$ cat config.mk
export PLATFORM = sky130hd
export DESIGN_NAME = uart_tx_param_flat
export DESIGN_NICKNAME = d
export VERILOG_FILES = /design/src/rtl/uart_tx_param_pkg.sv /design/src/rtl/uart_tx_param_if.sv /design/src/rtl/uart_baud_cnt.sv /design/src/rtl/uart_tx_param.sv /design/src/flat_wrapper.sv
export SDC_FILE = /design/constraint.sdc
export NUM_CORES = 1
export LEC_CHECK = 0
export ABC_AREA = 1
export CAP_MARGIN = 10
export CORE_MARGIN = 2
export CORE_UTILIZATION = 35
export DETAILED_ROUTE_END_ITERATION = 10
export DONT_BUFFER_PORTS = 1
export GPL_TIMING_DRIVEN = 1
export PLACE_DENSITY_LB_ADDON = 0.15
export SYNTH_ARGS = -nofsm -noshare
export SYNTH_HDL_FRONTEND = slang
export SYNTH_SLANG_ARGS = --single-unit
$ cat constraint.sdc
create_clock -name clk -period 3.7 [get_ports clk]
set_input_delay 0 -clock clk [delete_from_list [all_inputs] [get_ports clk]]
set_output_delay 0 -clock clk [all_outputs]
set_load 0.03 [all_outputs]
$ cat src/rtl/uart_tx_param_pkg.sv
// Shared UART definitions: parity and FSM encodings, data-width limits.
package uart_tx_param_pkg;

  localparam int unsigned DATA_BITS_MIN = 5;
  localparam int unsigned DATA_BITS_MAX = 9;
  // Wide enough to index up to DATA_BITS_MAX data bits.
  localparam int unsigned BIT_IDX_W     = 4;

  // 2'b11 has no member on purpose: it decodes as "no parity".
  typedef enum logic [1:0] {
    PAR_NONE = 2'b00,
    PAR_EVEN = 2'b01,
    PAR_ODD  = 2'b10
  } parity_e;

  typedef enum logic [2:0] {
    S_IDLE,
    S_START,
    S_DATA,
    S_PARITY,
    S_STOP
  } state_e;

  function automatic bit data_bits_ok(input int unsigned n);
    return (n >= DATA_BITS_MIN) && (n <= DATA_BITS_MAX);
  endfunction

endpackage

$ cat src/rtl/uart_tx_param_if.sv
// Producer-side handshake for the UART transmitter: word plus per-word config.
interface uart_tx_param_if #(
  parameter int unsigned DATA_BITS = 8,
  parameter int unsigned DIV_W     = 16
);
  logic                 i_valid;
  logic                 o_ready;
  logic [DATA_BITS-1:0] i_data;
  logic [1:0]           i_parity;
  logic                 i_two_stop;
  logic [DIV_W-1:0]     i_clk_per_bit;

  modport master (
    output i_valid, i_data, i_parity, i_two_stop, i_clk_per_bit,
    input  o_ready
  );

  modport slave (
    input  i_valid, i_data, i_parity, i_two_stop, i_clk_per_bit,
    output o_ready
  );
endinterface

$ cat src/rtl/uart_baud_cnt.sv
// Bit-period counter: latches a divisor (0 treated as 1), counts 0..div-1 and
// strobes bit_end on the last cycle of each bit period.
module uart_baud_cnt #(
  parameter int unsigned DIV_W = 16
) (
  input  logic             clk,
  input  logic             rst_n,
  input  logic             load,
  input  logic             run,
  input  logic [DIV_W-1:0] div,
  output logic             bit_end
);

  logic [DIV_W-1:0] div_q;
  logic [DIV_W-1:0] cnt;

  assign bit_end = run && (cnt == div_q - DIV_W'(1));

  // Divisor capture on load; otherwise free-running wrap while a frame is active.
  always_ff @(posedge clk or negedge rst_n) begin
    if (!rst_n) begin
      div_q <= DIV_W'(1);
      cnt   <= '0;
    end else if (load) begin
      div_q <= (div == '0) ? DIV_W'(1) : div;
      cnt   <= '0;
    end else if (run) begin
      cnt <= bit_end ? '0 : cnt + DIV_W'(1);
    end
  end

endmodule

$ cat src/rtl/uart_tx_param.sv
// Parametrised UART transmitter with a one-word holding register so frames
// can be sent back-to-back with no idle gap.
module uart_tx_param
  import uart_tx_param_pkg::*;
#(
  parameter int unsigned DATA_BITS = 8,
  parameter int unsigned DIV_W     = 16
) (
  input  logic          clk,
  input  logic          rst_n,
  uart_tx_param_if.slave in_if,
  output logic          o_tx,
  output logic          o_busy,
  output logic          o_done
);

  if (!data_bits_ok(DATA_BITS)) begin : g_bad_data_bits
    $error("uart_tx_param: DATA_BITS must be within 5..9");
  end

  localparam logic [BIT_IDX_W-1:0] LAST_DATA = BIT_IDX_W'(DATA_BITS - 1);

  state_e                 state, state_next;
  logic                   hold_full, hold_par_en, hold_par_odd, hold_two;
  logic [DATA_BITS-1:0]   hold_data, shift;
  logic [DIV_W-1:0]       hold_div;
  logic                   frame_par_en, frame_two, par_bit;
  logic [BIT_IDX_W-1:0]   bit_idx;
  logic                   accept, load, shift_en, bit_inc, bit_clr, bit_end, run;

  assign accept        = in_if.i_valid && !hold_full;
  assign in_if.o_ready = !hold_full;
  assign run           = (state != S_IDLE);
  assign o_busy        = run;

  uart_baud_cnt #(.DIV_W(DIV_W)) u_baud (
    .clk     (clk),
    .rst_n   (rst_n),
    .load    (load),
    .run     (run),
    .div     (hold_div),
    .bit_end (bit_end)
  );

  // Holding register: filled on accept, emptied when the shifter loads.
  always_ff @(posedge clk or negedge rst_n) begin
    if (!rst_n) begin
      hold_full    <= 1'b0;
      hold_data    <= '0;
      hold_par_en  <= 1'b0;
      hold_par_odd <= 1'b0;
      hold_two     <= 1'b0;
      hold_div     <= '0;
    end else if (accept) begin
      hold_full    <= 1'b1;
      hold_data    <= in_if.i_data;
      hold_par_en  <= (in_if.i_parity == PAR_EVEN) || (in_if.i_parity == PAR_ODD);
      hold_par_odd <= (in_if.i_parity == PAR_ODD);
      hold_two     <= in_if.i_two_stop;
      hold_div     <= in_if.i_clk_per_bit;
    end else if (load) begin
      hold_full <= 1'b0;
    end
  end

  // Shifter and per-frame config; parity bit is precomputed at load.
  always_ff @(posedge clk or negedge rst_n) begin
    if (!rst_n) begin
      shift        <= '0;
      par_bit      <= 1'b0;
      frame_par_en <= 1'b0;
      frame_two    <= 1'b0;
      bit_idx      <= '0;
    end else begin
      if (load) begin
        shift        <= hold_data;
        par_bit      <= (^hold_data) ^ hold_par_odd;
        frame_par_en <= hold_par_en;
        frame_two    <= hold_two;
      end else if (shift_en) begin
        shift <= shift >> 1;
      end
      if (load || bit_clr) begin
        bit_idx <= '0;
      end else if (bit_inc) begin
        bit_idx <= bit_idx + BIT_IDX_W'(1);
      end
    end
  end

  // FSM state register.
  always_ff @(posedge clk or negedge rst_n) begin
    if (!rst_n) begin
      state <= S_IDLE;
    end else begin
      state <= state_next;
    end
  end

  // FSM next state, line level and control strobes.
  always_comb begin
    state_next = state;
    load       = 1'b0;
    shift_en   = 1'b0;
    bit_inc    = 1'b0;
    bit_clr    = 1'b0;
    o_done     = 1'b0;
    o_tx       = 1'b1;
    case (state)
      S_IDLE: begin
        if (hold_full) begin
          state_next = S_START;
          load       = 1'b1;
        end
      end
      S_START: begin
        o_tx = 1'b0;
        if (bit_end) state_next = S_DATA;
      end
      S_DATA: begin
        o_tx = shift[0];
        if (bit_end) begin
          shift_en = 1'b1;
          if (bit_idx == LAST_DATA) begin
            bit_clr    = 1'b1;
            state_next = frame_par_en ? S_PARITY : S_STOP;
          end else begin
            bit_inc = 1'b1;
          end
        end
      end
      S_PARITY: begin
        o_tx = par_bit;
        if (bit_end) state_next = S_STOP;
      end
      S_STOP: begin
        if (bit_end) begin
          if (bit_idx == {{(BIT_IDX_W-1){1'b0}}, frame_two}) begin
            o_done = 1'b1;
            // A held word goes straight into its start bit: no idle cycle.
            if (hold_full) begin
              state_next = S_START;
              load       = 1'b1;
            end else begin
              state_next = S_IDLE;
            end
          end else begin
            bit_inc = 1'b1;
          end
        end
      end
      default: state_next = S_IDLE;
    endcase
  end

endmodule
$ cat src/flat_wrapper.sv
// flat-port wrapper written by rule: the top's interface ports become plain ports
module uart_tx_param_flat import uart_tx_param_pkg::*;
#(
  parameter int unsigned DATA_BITS = 8,
  parameter int unsigned DIV_W     = 16
)
  (clk, rst_n, o_tx, o_busy, o_done, in_if_i_valid, in_if_i_data, in_if_i_parity, in_if_i_two_stop, in_if_i_clk_per_bit, in_if_o_ready);
  uart_tx_param_if #(.DATA_BITS(DATA_BITS), .DIV_W(DIV_W)) in_if_i ();
  input  logic clk;
  input  logic rst_n;
  output logic o_tx;
  output logic o_busy;
  output logic o_done;
  input wire logic [$bits(in_if_i.i_valid)-1:0] in_if_i_valid;
  input wire logic [$bits(in_if_i.i_data)-1:0] in_if_i_data;
  input wire logic [$bits(in_if_i.i_parity)-1:0] in_if_i_parity;
  input wire logic [$bits(in_if_i.i_two_stop)-1:0] in_if_i_two_stop;
  input wire logic [$bits(in_if_i.i_clk_per_bit)-1:0] in_if_i_clk_per_bit;
  output wire logic [$bits(in_if_i.o_ready)-1:0] in_if_o_ready;
  assign in_if_i.i_valid = in_if_i_valid;
  assign in_if_i.i_data = in_if_i_data;
  assign in_if_i.i_parity = in_if_i_parity;
  assign in_if_i.i_two_stop = in_if_i_two_stop;
  assign in_if_i.i_clk_per_bit = in_if_i_clk_per_bit;
  assign in_if_o_ready = in_if_i.o_ready;
  uart_tx_param #(.DATA_BITS(DATA_BITS), .DIV_W(DIV_W)) u_core (.clk(clk), .rst_n(rst_n), .in_if(in_if_i), .o_tx(o_tx), .o_busy(o_busy), .o_done(o_done));
endmodule
==> Word-level counts from Yosys, hierarchy flattened <==
Cells that the tools add are included.
{ "word_totals": {"word_cells": 86, "output_inout_bits": 4, "register_bits": 78, "inputBits": 30} }
{ "op_classes": {"n_addsub": 3, "eq_ne": 16, "reduce_logical": 14, "bitwise": 1, "mux": 38} }
{ "op_table": {"columns": ["op", "n"], "rows": [
  ["$mux 16", 4],
  ["$mux 3", 8],
  ["$mux 1", 18],
  ["$add 16x1->16 const B", 1],
  ["$eq 16x16->1", 1],
  ["$logic_not 16->1", 1],
  ["$mux 8", 2],
  ["$sub 16x1->16 const B", 1],
  ["$pmux 3 s5", 1],
  ["$mux 4", 2],
  ["$ne 2x2->1 const B", 4],
  ["$reduce_bool 2->1", 4],
  ["$reduce_xor 8->1", 1],
  ["$reduce_and 7->1", 1],
  ["$eq 3x2->1 const B", 2],
  ["$ne 2x1->1 const B", 3],
  ["$add 4x1->4 const B", 1],
  ["$eq 4x1->1", 1],
  ["$eq 4x3->1 const B", 1],
  ["$pmux 1 s2", 2],
  ["$eq 3x1->1 const B", 1],
  ["$eq 3x3->1 const B", 1],
  ["$logic_not 3->1", 1],
  ["$pmux 1 s3", 1],
  ["other kinds (7)", 9]
]} }

==> Depth between registers and ports, before layout <==
{ "depth": {"depth_word": 7, "ltp_mapped": 18, "mapped_depth_nobuf": 18} }

==> Modules after synthesis <==
Synthesis repeated with hierarchy kept, for this count alone.
{ "unflattened": {"hier_cells": 616, "hier_area_um2": 4660.7} }
{ "modules_own_cells": {"columns": ["mod", "area_each_um2", "n_inst", "seq_area_each_um2", "cells_each"], "rows": [
  ["uart_baud_cnt", 2398.6, 1, 802.0, 362],
  ["uart_tx_param", 2262.2, 1, 1151.1, 254]
]} }

==> Worst setup path before layout <==
OpenSTA, ideal clock, no wires.
{ "synth_timing": {"kind": "reg2reg", "startpoint": "register u_core.u_baud.div_q[0]", "endpoint": "register u_core.u_baud.cnt[10]", "setup_time_ns": 0.118, "arrival_ns": 2.126, "required_ns": 3.582, "slack_ns": 1.457, "stages_incl_launch_ff": 17, "path_buffers": 1, "period_less_slack_ns": 2.243, "path_cell_list": "dfstp_2 > inv_1 > ha_1 > inv_1 > nand2_1 > nand2_1 > nor2_1 > nand2_1 > nor2_1 > nand3_1 > nor2_1 > nand3_2 > nor2_8 > a21oi_2 > buf_6 > nand3b_1 > nand2_1"} }
{ "synth_between": {"elab_chain_len": 6, "word_cells_on_any_way": 9, "cone_classes": "1 x add/sub; 1 x eq/ne; 5 x mux; 2 x reduce/logical"} }
{ "synth_lines": {"columns": ["item", "line", "rtl"], "rows": [
  ["start: declaration", "uart_baud_cnt.sv:14", "logic [DIV_W-1:0] div_q;"],
  ["start signal: assignment", "uart_baud_cnt.sv:25", "div_q <= (div == '0) ? DIV_W'(1) : div;"],
  ["$sub 16x1->16 *", "uart_baud_cnt.sv:17", "assign bit_end = run && (cnt == div_q - DIV_W'(1));"],
  ["$eq 16x16->1 *", "uart_baud_cnt.sv:17", null],
  ["$logic_and 1x1->1 *", "uart_baud_cnt.sv:17", null],
  ["$mux 1 or $mux 16 (tied branches)", "uart_tx_param.sv:137, uart_baud_cnt.sv:28", null],
  ["$pmux 1 s2 or $mux 16 (tied branches)", "uart_tx_param.sv:109, uart_baud_cnt.sv:27", null],
  ["$mux 16 or $reduce_bool 2->1 (tied branches)", null, null],
  ["end signal: assignment", "uart_baud_cnt.sv:28", "cnt <= bit_end ? '0 : cnt + DIV_W'(1);"],
  ["end: declaration", "uart_baud_cnt.sv:15", "logic [DIV_W-1:0] cnt;"]
]} }
Every way passes the cells marked *; elsewhere a longest branch is shown, timed or not. The select of a mux whose other input is x is not followed.
A chain may end at the register's enable or synchronous reset.

==> Worst setup path in the final report <==
{ "layout_timing": {"startpoint": "register u_core.u_baud.div_q[0]", "endpoint": "register u_core.hold_full"} }
{ "layout_between": {"elab_chain_len": 6} }
{ "layout_lines": {"columns": ["item", "line", "rtl"], "rows": [
  ["$sub 16x1->16", "uart_baud_cnt.sv:17", null],
  ["$eq 16x16->1", "uart_baud_cnt.sv:17", null],
  ["$logic_and 1x1->1", "uart_baud_cnt.sv:17", null],
  ["$mux 1", "uart_tx_param.sv:137", "if (bit_end) begin"],
  ["$pmux 1 s2", "uart_tx_param.sv:109", "case (state)"],
  ["$reduce_bool 2->1 (no line)", null, null],
  ["end signal: assignment", "uart_tx_param.sv:48", "hold_full <= 1'b0;"],
  ["end signal: assignment", "uart_tx_param.sv:55", "hold_full <= 1'b1;"],
  ["end signal: assignment", "uart_tx_param.sv:62", "hold_full <= 1'b0;"],
  ["end: declaration", "uart_tx_param.sv:24", "logic hold_full, hold_par_en, hold_par_odd, hold_two;"]
]} }
Every way passes these cells.

==> qor.yml <==
status: "finished, final reports clean"
slowest_delay_ps: 540
syn2layout_area_growth_pct: 15.0
min-delay-start: "in_if_i_valid"
synth_area_per_cell_sq_um: 7.57
synth_flop_cell: "dfrtp_1"
n_antenna_cell: 0
leakage_nw: 2.72
hold_viol: 0
finalCritPeriodShare: 0.804
grt_pass1_vias: 3802
finalNetCount: 690
max_freq_mhz: 336
syn_nets: 666
post_drt_wl_per_cell_microns: 13.0
vias: 3929
synthArstFlopShare: 1.00
routed_wl_mm: 10.9
clkPwrFrac: 0.397
synth_cells: 632
gp_congestion: 0.836
start_util: 0.360
htreeDepth: 3
netlist_top_cells_area: "dfrtp_1 (40%), nand2_1 (13%), nor2_1 (6.3%)"
p_int_mw: 1.62
clk_pin_slew_ps: 60
chipWidth_microns: 121
drt-initial-drc-count: 165
seq_area_frac_synth: 0.408
io_pins: 34
rsz0062_at_grt: "false"
cts-resized-gates: 0
syn-cell-area_sq_um: 4780
tightest_slew_ps: 931
slew_viol_final: 0
rows: 42
finalHoldWorstSlack_ps: 129
die_area_sq_um: 14600
worstSetupPathType: "reg -> reg"
fin_setup_tns_ps: 0
die_h_microns: 121
peakVddDrop_uv: 273
slowest_stage: "dfstp_2"
clockBufferDepth: 2
ys_ff_latch: 78
finalCriticalPeriod_ps: 2980
place_area_sq_um: 4890
cp_max_fo: 64
antenna_found_initial: 0
r2r_cells: 17
drc: 0
start_kind: "flip-flop"
r2r-start: "u_core.u_baud.div_q[0]$_DFFE_PN1N_"
clock-sinks: 78
final_area_sq_um: 5500
cts_hold_buf: 30
maxSlewHeadroom: 0.373
maxCapViolCount: 0
seqPwrFrac: 0.462
numPortBuffers: 0
cts_tree: "built"
grt_pass1_wl_mm: 18.6
grt.total_usage: 0.161
ff2ff_setup_slack_ps: 720
cp_data_arrival_time_ps: 3160
drive_above_1_share: 0.110
cp_data_required_time_ps: 3890
clock_latency_ps: 330
fin_skew_ps: 5.81
grt-ovfl-total: 0
finalSetupViolations: 0
r2r_end: "u_core.hold_full$_DFFE_PN0P_"
power_density_nw_per_um2: 403
whs_path_depth: 3
core-area_sq_um: 13300
critPathCaptureType: "flip-flop"
antenna_left: 0
worst_path_most_repeated_cell: "nand2_1"
p_sw_frac: 0.269
crit_chain: "inv_1 -> ha_1 -> inv_1 -> nand2_1 -> nand2_1 -> nor2_1 -> nand2_1 -> nor2_1 -> nand2_1 -> nor2_1 -> nand2_1 -> nor2_1 -> nand4_1 -> nand2_2 -> nand2_4 -> inv_2 -> o21ai_0"
combPwrFrac: 0.141
synth_top_area_cell: "dfrtp_1"
power_switching_mw: 0.598
drtPass1Iterations: 4
hpwl_mm: 7.96
synth_cell_type_count: 37
clockRootBuffer: "clkbuf_16"
synth_common_cells: "nand2_1 (171), nor2_1 (80), dfrtp_1 (77), inv_1 (73), nand3_1 (47)"
synth_top_cell_area_share: 0.403
grt_max_degree: 79
synth.most_common_cell: "nand2_1"
yosysWarnings: 0
min_path_type: "in -> reg"
cts_buffers: 9
viasPerCell: 4.69
whs_endpoint: "u_core.hold_full$_DFFE_PN0P_"
utilization: 0.414
synth_edf_count: 0
postCtsSetupBuffers: 0
final cells by class:
cell class / instances / area [sq um]
Sequential cell: 78 / 1950
Tap cell: 176 / 220
Fill cell: 1347 / 7790
Clock inverter: 7 / 71.3
Inverter: 76 / 285
Timing Repair Buffer: 32 / 333
Multi-Input combinational cell: 459 / 2420
Clock buffer: 9 / 225
cells by family after synthesis:
logic type	after synthesis	share of synthesized area
mux	9	0.0212
xor+xnor	33	0.0604
flops	78	0.408
compound gates	59	0.0805
simple gates	354	0.332
buf+inv	95	0.0868
fa+ha+maj	4	0.0105
power by group through the flow:
stage	Sequential (mW)	Combinational [mW]	Clock [mW]
floorplan	1.02	0.225	0
global placement	1.04	0.268	0
detailed placement	1.04	0.273	0
CTS	1.02	0.320	0.904
global route	1.04	0.353	0.948
finish	1.02	0.314	0.881
through the flow:
stage	cells	worst slack [ps]	power (mW)
final	837	725	2.22
after global routing	837	330	2.34
after CTS	837	727	2.25
after detailed placement	791	738	1.31
after global placement	791	811	1.31
after floorplan	632	1460	1.24
placed cells by master (no fill, tap or decap), drive strengths merged, types with 7 or more instances in the layout:
master and n:
xnor2 14, a21oi 24, nand3b 11, mux2 9
inv 78, xor2 19, dlygate4sd3 29, o21ai 32
nor2 89, clkbuf 9, nand4 12, dfrtp 77
nand2 180, nand3 48, nor3 7
registers in the layout (all words and copies together) (netlist names), 3 cells and up:
register and cells:
u_core.u_baud.div_q 16, u_core.state 3, u_core.hold_data 8, u_core.bit_idx 4
u_core.u_baud.cnt 16, u_core.shift 8, u_core.hold_div 16
how the worst max path moves through the flow:
stage	endpoint	slack [ps]	from
after floorplan	u_core.u_baud.cnt[10]$_DFFE_PN0P_	1460	u_core.u_baud.div_q[0]$_DFFE_PN1N_
after global placement	u_core.hold_full$_DFFE_PN0P_	810	u_core.u_baud.div_q[0]$_DFFE_PN1N_
after detailed placement	u_core.hold_full$_DFFE_PN0P_	740	u_core.u_baud.div_q[0]$_DFFE_PN1N_
after CTS	u_core.hold_full$_DFFE_PN0P_	730	u_core.u_baud.div_q[0]$_DFFE_PN1N_
after global routing	u_core.hold_full$_DFFE_PN0P_	330	u_core.u_baud.div_q[0]$_DFFE_PN1N_
final	u_core.hold_full$_DFFE_PN0P_	720	u_core.u_baud.div_q[0]$_DFFE_PN1N_
metal layers:
layer / global-route usage / share of wire
met1: 0.232 / 0.51
met3: 0.0263 / 0.026
met4: 0.0545 / 0.013
met2: 0.243 / 0.45
met5: 0 / 0
worst max-delay path, delay by kind of cell (launching register included):
kind | cells | cell delay, ps
AND/OR/NAND/NOR | 12 | 1410
flip-flops | 1 | 540
buffers and inverters | 3 | 440
adder cells (fa/ha/maj) | 1 | 330
AO/OA/AOI/OAI | 1 | 110
No activity file was read; power rests on OpenSTA's default activity.
